--- config.mk ---
export PLATFORM = sky130hd
export DESIGN_NAME = vga_draw_sprites
export DESIGN_NICKNAME = d
export VERILOG_FILES = /design/src/rtl/vga_draw_sprites.sv
export SDC_FILE = /design/constraint.sdc
export NUM_CORES = 1
export LEC_CHECK = 0
export CORE_ASPECT_RATIO = 0.8
export CORE_MARGIN = 2
export CORE_UTILIZATION = 51
export CTS_CLUSTER_SIZE = 12
export DETAILED_ROUTE_END_ITERATION = 12
export HOLD_SLACK_MARGIN = 0.05
export PLACE_DENSITY_LB_ADDON = 0.1
export SYNTH_ARGS = -nofsm -noshare
export SYNTH_HDL_FRONTEND = slang
export SYNTH_SLANG_ARGS = --single-unit
--- constraint.sdc ---
create_clock -name pclk -period 2.9 [get_ports pclk]
set_input_delay 0.29 -clock pclk [delete_from_list [all_inputs] [get_ports pclk]]
set_output_delay 0.29 -clock pclk [all_outputs]
set_load 0.005 [all_outputs]
--- src/rtl/vga_draw_sprites.sv ---
// Sprite compositor: overlays N_SPR ROM-backed sprites on an incoming VGA
// pixel stream, with colour-key transparency and per-frame overlap detection.
module vga_draw_sprites #(
  parameter int          N_SPR     = 2,
  parameter int          SPR_W     = 16,
  parameter int          SPR_H     = 16,
  parameter int          ROM_LAT   = 1,
  parameter logic [11:0] KEY_COLOR = 12'hF0F,
  localparam int         WB        = $clog2(SPR_W),
  localparam int         HB        = $clog2(SPR_H),
  localparam int         AW        = WB + HB
) (
  input  logic                  pclk,
  input  logic                  rst,
  input  logic [10:0]           hcount_in,
  input  logic [10:0]           vcount_in,
  input  logic                  hsync_in,
  input  logic                  hblnk_in,
  input  logic                  vsync_in,
  input  logic                  vblnk_in,
  input  logic [11:0]           rgb_in,
  input  logic [N_SPR*12-1:0]   xpos,
  input  logic [N_SPR*12-1:0]   ypos,
  input  logic [N_SPR-1:0]      en,
  input  logic [N_SPR*12-1:0]   rgb_pixel,
  output logic [10:0]           hcount_out,
  output logic [10:0]           vcount_out,
  output logic                  hsync_out,
  output logic                  hblnk_out,
  output logic                  vsync_out,
  output logic                  vblnk_out,
  output logic [11:0]           rgb_out,
  output logic [N_SPR*AW-1:0]   pixel_addr,
  output logic                  collision
);

  localparam int PW = N_SPR + 11 + 11 + 4 + 12;

  // Shadow copies of the sprite controls, refreshed only at the start of
  // vertical blanking so a sprite never moves halfway down the screen.
  logic              vblnk_prev_q;
  logic [11:0]       xs_q [N_SPR];
  logic [11:0]       ys_q [N_SPR];
  logic [N_SPR-1:0]  ens_q;
  logic              load_shadow;

  assign load_shadow = vblnk_in & ~vblnk_prev_q;

  always_ff @(posedge pclk) begin
    if (rst) begin
      vblnk_prev_q <= 1'b0;
      ens_q        <= '0;
      for (int k = 0; k < N_SPR; k++) begin
        xs_q[k] <= '0;
        ys_q[k] <= '0;
      end
    end else begin
      vblnk_prev_q <= vblnk_in;
      if (load_shadow) begin
        ens_q <= en;
        for (int k = 0; k < N_SPR; k++) begin
          xs_q[k] <= xpos[k*12 +: 12];
          ys_q[k] <= ypos[k*12 +: 12];
        end
      end
    end
  end

  // Stage 1: hit test and ROM address. Everything is widened to 13 bits so
  // x+SPR_W never wraps, which clips sprites hanging off the right/bottom.
  logic [12:0]       h13, v13;
  logic [N_SPR-1:0]  inside_d;
  logic [N_SPR*AW-1:0] addr_d;

  assign h13 = {2'b00, hcount_in};
  assign v13 = {2'b00, vcount_in};

  always_comb begin
    inside_d = '0;
    addr_d   = '0;
    for (int k = 0; k < N_SPR; k++) begin
      inside_d[k] = ens_q[k]
                  & (xs_q[k][11:10] == 2'b00) & (ys_q[k][11:10] == 2'b00)
                  & (h13 >= {1'b0, xs_q[k]}) & (h13 < {1'b0, xs_q[k]} + 13'(SPR_W))
                  & (v13 >= {1'b0, ys_q[k]}) & (v13 < {1'b0, ys_q[k]} + 13'(SPR_H));
      addr_d[k*AW +: AW] = {HB'(v13 - {1'b0, ys_q[k]}), WB'(h13 - {1'b0, xs_q[k]})};
    end
  end

  // Stage 1 register followed by ROM_LAT delay slots so the flags, timing and
  // background line up with the ROM data coming back.
  logic [PW-1:0] pipe_q [ROM_LAT+1];
  logic [N_SPR*AW-1:0] addr_q;

  always_ff @(posedge pclk) begin
    if (rst) begin
      addr_q <= '0;
      for (int i = 0; i <= ROM_LAT; i++) pipe_q[i] <= '0;
    end else begin
      addr_q    <= addr_d;
      pipe_q[0] <= {inside_d, hcount_in, vcount_in, hsync_in, hblnk_in,
                    vsync_in, vblnk_in, rgb_in};
      for (int i = 1; i <= ROM_LAT; i++) pipe_q[i] <= pipe_q[i-1];
    end
  end

  assign pixel_addr = addr_q;

  logic [N_SPR-1:0] al_inside;
  logic [10:0]      al_h, al_v;
  logic             al_hs, al_hb, al_vs, al_vb;
  logic [11:0]      al_rgb;

  assign {al_inside, al_h, al_v, al_hs, al_hb, al_vs, al_vb, al_rgb} = pipe_q[ROM_LAT];

  // Composite: lowest channel index has priority, blanking forces black.
  logic [N_SPR-1:0] opaque;
  logic [2:0]       n_opaque;
  logic [11:0]      rgb_d;
  logic             multi_hit;

  always_comb begin
    opaque   = '0;
    n_opaque = '0;
    rgb_d    = al_rgb;
    for (int k = 0; k < N_SPR; k++) begin
      opaque[k] = al_inside[k] & (rgb_pixel[k*12 +: 12] != KEY_COLOR);
      n_opaque  = n_opaque + {2'b00, opaque[k]};
    end
    for (int k = N_SPR - 1; k >= 0; k--) begin
      if (opaque[k]) rgb_d = rgb_pixel[k*12 +: 12];
    end
    if (al_hb | al_vb) rgb_d = 12'h000;
    multi_hit = (n_opaque >= 3'd2) & ~(al_hb | al_vb);
  end

  logic [10:0] hcount_q, vcount_q;
  logic        hsync_q, hblnk_q, vsync_q, vblnk_q;
  logic [11:0] rgb_q;
  logic        coll_acc_q, collision_q;

  // collision is latched on the same edge that raises vblnk_out.
  always_ff @(posedge pclk) begin
    if (rst) begin
      hcount_q    <= '0;
      vcount_q    <= '0;
      hsync_q     <= 1'b0;
      hblnk_q     <= 1'b0;
      vsync_q     <= 1'b0;
      vblnk_q     <= 1'b0;
      rgb_q       <= '0;
      coll_acc_q  <= 1'b0;
      collision_q <= 1'b0;
    end else begin
      hcount_q <= al_h;
      vcount_q <= al_v;
      hsync_q  <= al_hs;
      hblnk_q  <= al_hb;
      vsync_q  <= al_vs;
      vblnk_q  <= al_vb;
      rgb_q    <= rgb_d;
      if (al_vb & ~vblnk_q) begin
        collision_q <= coll_acc_q;
        coll_acc_q  <= 1'b0;
      end else if (multi_hit) begin
        coll_acc_q <= 1'b1;
      end
    end
  end

  assign hcount_out = hcount_q;
  assign vcount_out = vcount_q;
  assign hsync_out  = hsync_q;
  assign hblnk_out  = hblnk_q;
  assign vsync_out  = vsync_q;
  assign vblnk_out  = vblnk_q;
  assign rgb_out    = rgb_q;
  assign collision  = collision_q;

endmodule
; ---- After elaboration in Yosys (flattened, before gate mapping)
; Memory sizes are Yosys's and may differ from the RTL's.
; Index checks and enable logic that the tools add are counted.
[word_totals]
wordCells = 82
mem_bits_rw = 128
reg_bits = 59
output_inout_bits = 55
mem_count = 3
input_bits = 114
[classes]
n_eq_ne = 2
mux = 14
reduce_logical = 6
n_bitwise = 27
n_lt_le_gt_ge = 9
add_sub_neg = 9
[mem_list]
columns = memory, depth, word_bits, rd, rd_ports_with_merged_regs, wr, line
row1 = pipe_q, 2, 40, 2, 0, 2, 92  ; logic [PW-1:0] pipe_q [ROM_LAT+1];
row2 = xs_q, 2, 12, 2, 0, 2, 42  ; logic [11:0] xs_q [N_SPR];
row3 = ys_q, 2, 12, 2, 0, 2, 43  ; logic [11:0] ys_q [N_SPR];
[op_table]
columns = op, n
row1 = 40-bit 2-to-1 mux, 2
row2 = 12-bit 2-to-1 mux, 6
row3 = "12-bit by 5-bit adder with 13-bit output, second input constant", 4
row4 = 11-bit by 13-bit < comparator with 1-bit output, 4
row5 = 11-bit by 12-bit greater-or-equal comparator with 1-bit output, 4
row6 = "12-bit inequality test, second input constant", 2
row7 = 1-bit AND, 17
row8 = 4-bit subtractor, 4
row9 = 2-bit logical NOT, 4
row10 = 1-bit bitwise OR, 7
row11 = 1-bit 2-to-1 mux, 6
row12 = 2-bit OR reduction, 2
row13 = 1-bit inverter, 3
row14 = 1-bit by 1-bit adder with 2-bit output, 1
row15 = "2-bit greater-or-equal comparator, second input constant", 1

; ---- Longest topological paths before layout
; An unclocked memory read counts as a cell.
[depth]
word_depth = 9
mapped_depth = 10
mapped_depth_nobuf = 10

; ---- Worst setup path before layout
; OpenSTA, ideal clock, no wires.
[synth_timing]
path_type = register to register
startpoint = mem ys_q[1][4], in the netlist ys_q[0][16]
endpoint = mem pipe_q[0][39] (netlist name)
arrival_time_ns = 2.147
required_ns = 2.800
path_buffers = 0
synth_period_minus_slack_ns = 2.247
stages_incl_launch_ff = 10
setup_ns = 0.100
slack_ns = 0.653
cell_sequence = edfxtp_1 -> ha_1 -> and3_1 -> nand3_1 -> xnor2_1 -> ha_1 -> or4_1 -> a21oi_1 -> nand4_1 -> a2111oi_4
[synth_lines]
columns = element, line
row1 = start: declaration, 43
row2 = end: declaration, 92

==> summary.md <==
| Metric | Value |
|---|---|
| Top cells by count, synth | 138 x dfxtp_1, 105 x nor2b_1, 76 x ha_1, 54 x inv_1 |
| Initial antenna violation count | 0 |
| Post-Route WL | 18150 microns |
| Vias per cell | 4.953 |
| Starting Density | 51.95% |
| Slowest CP cell | edfxtp_1 |
| Reg2Reg Depth | 9 |
| Die width | 145.6 microns |
| Critical path launch point type | flip-flop |
| Crit Path Max Fanout | 5 |
| FF-to-FF End | pipe_q[0][39] |
| Worst R2R Setup Slack | 410 ps |
| Outcome | finished, final reports clean |
| Clock Skew | slightly above 10 ps |
| Yosys warnings | 0 |
| Worst Hold Launch | rst |
| Ports | 169 |
| Core Box Area | ~16000 sq um |
| Largest family of logic cells by synthesized area | simple AND/OR/NAND/NOR gates |
| Count leader, synth | dfxtp_1 |
| Synth area leader | dfxtp_1 |
| Pwr/cell area | 554.6 nW/um^2 |
| Distinct cell type count after synthesis | 55 |
| Asr flop ratio synth | 0% |
| Post-Syn Instances | 752 |
| Reg clk slew, reported paths | 80 ps |
| WL met2 | 8333 microns |
| Largest net degree at the start of global routing | slightly below 90 |
| Worst hold stages | 2 |
| Synth Area in Adders | 12.60% |
| Wirelength per Cell | 15.78 microns |
| 1st-pass router iterations | 5 |
| Final-report setup violation count | 0 |
| Setup_tns | 0 ps |
| Cts repair resizes | 0 |
| Post-synthesis mux area share | 1.713% |
| Slew Limit Fails | 0 |
| DRC viols | 0 |
| Die ar. | 17080 sq um |
| Unrepaired setup endpoints after global routing | no |
| Post-synth top area share | between 30% and 40% |
| Highest clock rate | 401.2 MHz |
| Nets | 1116 |
| Worst Max-Slew Pin Slew | roughly 870 ps |
| Leak | between 0.004 and 0.005 uW |
| Post-synthesis simple-gate area fraction | between 10% and 20% |
| Rel. slew slack | between 40% and 50% |
| Post-CTS Setup Bufs | 0 |
| Synthesized Nets | 946 |
| Seq cells post-synth | 186 |
| Peak supply drop | 0.4056 mV |
| Crit share post-route | 85.96% |
| Period minus WS final | 2493 ps |
| Register area share after synthesis | between 50% and 60% |
| Grt total ovfl | 0 |
| Worst Path Arrival | 2830 ps |
| Post-synthesis compound-gate area fraction | between 8 and 9% |
| DRT met1 WL | ~8600 microns |
| Root Driver | clkbuf_16 |
| Post-synth EDFFs | 48 |
| Synth Area in XOR/XNOR | about 2.6% |
| Critical path endpoint category | flip-flop |
| CTS sink cnt | 186 |
| Avg Inst Size Synth | approximately 11 sq um |
| Num CTS Buffers | 17 |
| Filler Cells Inserted | 1248 |
| Clk buf depth | 2 |
| FF-to-FF Start | xs_q[0][16] |
| Post-layout util | 67.82% |
| Synthesized area | 8182 sq um |
| Max_cap viols | 0 |
| Die height | 117.3 microns |
| Area growth from synthesis to layout | 30.56% |
| Worst path max stage delay | about 470 ps |
| HP Class | input pin to flip-flop |
| GR Util All Layers | 22.07% |
| Skew-Pair Late Insertion Delay | 440 ps |
| Antenna-violating nets left | 0 |
| # hold bufs at CTS | 0 |
| Uppermost routed layer | met4 |
| Starting DRT DRC Count | 343 |
| Antenna cells | 0 |
| Prevailing post-synth register cell | dfxtp_1 |
| Largest cells by area after synthesis | dfxtp_1 34%, edfxtp_1 18%, ha_1 12%, nor2b_1 8.0%, and2_1 3.7% |
| WS Path Type | flip-flop to flip-flop |
| Number of global-route vias before repair | around 5.7k |
| Hold endpoint | pipe_q[0][10] |
| Placer Congestion | 0.8768 |
| Row count | roughly 40 |
| Layout cell share with drive strength beyond 1 | under 10% |
| I/O Buffers | 168 |
| First-pass GRT wire length | 28880 microns |
| Total number of vias | 5696 |
| CTS tree | built |
| Met3 wire length | 1079 microns |
| Worst-path cell chain | ha_1 -> xnor2_1 -> ha_1 -> a211oi_1 -> nor2_1 -> nor3_1 -> nor2_1 -> o31a_1 -> a2111oi_4 |
| Post-DP HPWL | 13730 microns |
| Fin. Hold Viols | 0 |
| Required @ worst endpoint | roughly 3200 ps |
| CTS H-tree depth | 4 |
-- worst max-delay path: cells and delay by family, from the launching register on --
kind	cells	cell delay, ps
xor+xnor	1	190
flops	1	470
fa+ha+maj	2	570
compound gates	3	870
simple gates	3	300
-- routing by layer --
layer / global-route usage [%] / vias up
met4: 6.732 / 0
li1: - / 2900
met1: 29.16 / 2622
met3: 6.124 / 10
met5: 0 / -
met2: 35.92 / 164
-- placed cells by master, fill, tap and decap left out, types with 17 or more instances in the layout --
master,n
inv_1,53
nand3_1,20
edfxtp_1,48
and2_1,48
ha_1,76
clkbuf_16,17
xnor2_1,23
nand2_1,18
clkdlybuf4s50_1,167
dfxtp_1,138
nor2b_1,105
nor2_1,43
a21oi_1,22
-- sequential cells by signal, summed over array words and instances, names as in the netlist --
signal / count
pipe_q: 80
xs_q: 24
ys_q: 24
pixel_addr: 16
rgb_out: 12
hcount_out: 11
vcount_out: 11
ens_q: 2
coll_acc_q: 1
collision: 1
hblnk_out: 1
hsync_out: 1
vblnk_out: 1
vsync_out: 1
-- cells by family (layout without fill, tap and decap cells) --
| logic type | after synthesis | in the layout |
|---|---|---|
| muxes | 14 | 14 |
| DFF | 186 | 186 |
| AOI/OAI and AO/OA | 90 | 90 |
| adders and majority gates | 80 | 80 |
| buffers and inverters | 79 | 262 |
| and+or+nand+nor | 279 | 279 |
| xor gates and xnor gates | 24 | 24 |
-- power breakdown --
group | switching [uW] | internal, uW
combinational | 361 | 413
clock | 1110 | 1190
sequential | 53.8 | 2790
total | 1530 | 4400
-- worst max path at each step --
| stage | start | endpoint | slack, ps |
|---|---|---|---|
| 2_1_floorplan | ys_q[0][16] | pipe_q[0][39] | 650 |
| 3_3_place_gp | vcount_in[0] | pipe_q[0][39] | 320 |
| 3_5_place_dp | hcount_in[1] | pipe_q[0][39] | 260 |
| 4_1_cts | ys_q[0][16] | pipe_q[0][39] | 440 |
| 5_1_grt | ys_q[0][16] | pipe_q[0][39] | 270 |
| 6_report | xs_q[0][16] | pipe_q[0][39] | 410 |
-- metrics by stage --
| stage | std cells | hold WS [ps] | instance area, sq um | power [uW] | setup slack [ps] |
|---|---|---|---|---|---|
| 6_report | 1150 | 261.2 | 10680 | 5924 | 407.3 |
| 5_1_grt | 1150 | 280.6 | 10680 | 6190 | 266.3 |
| 4_1_cts | 1150 | 252.5 | 10680 | 5986 | 443.2 |
| 3_3_place_gp | 1118 | 416.8 | 10070 | 3651 | 321.3 |
| 3_5_place_dp | 1118 | 421.8 | 10070 | 3677 | 264.6 |
| 2_1_floorplan | 752 | 413.8 | 8182 | 3286 | 653.1 |
-- cell type report --
type                       count  area, sq um  share of cell area (%)
sequential                   186         4204                   39.36
multi-input combinational    487         3671                   34.37
timing repair buffer         173         1717                   16.07
clock buffer                  18        439.2                   4.112
tap                          215        269.0                   2.518
inverter                      57        214.0                   2.003
clock inverter                14        167.7                   1.570
(Power assumes the default switching activity.)
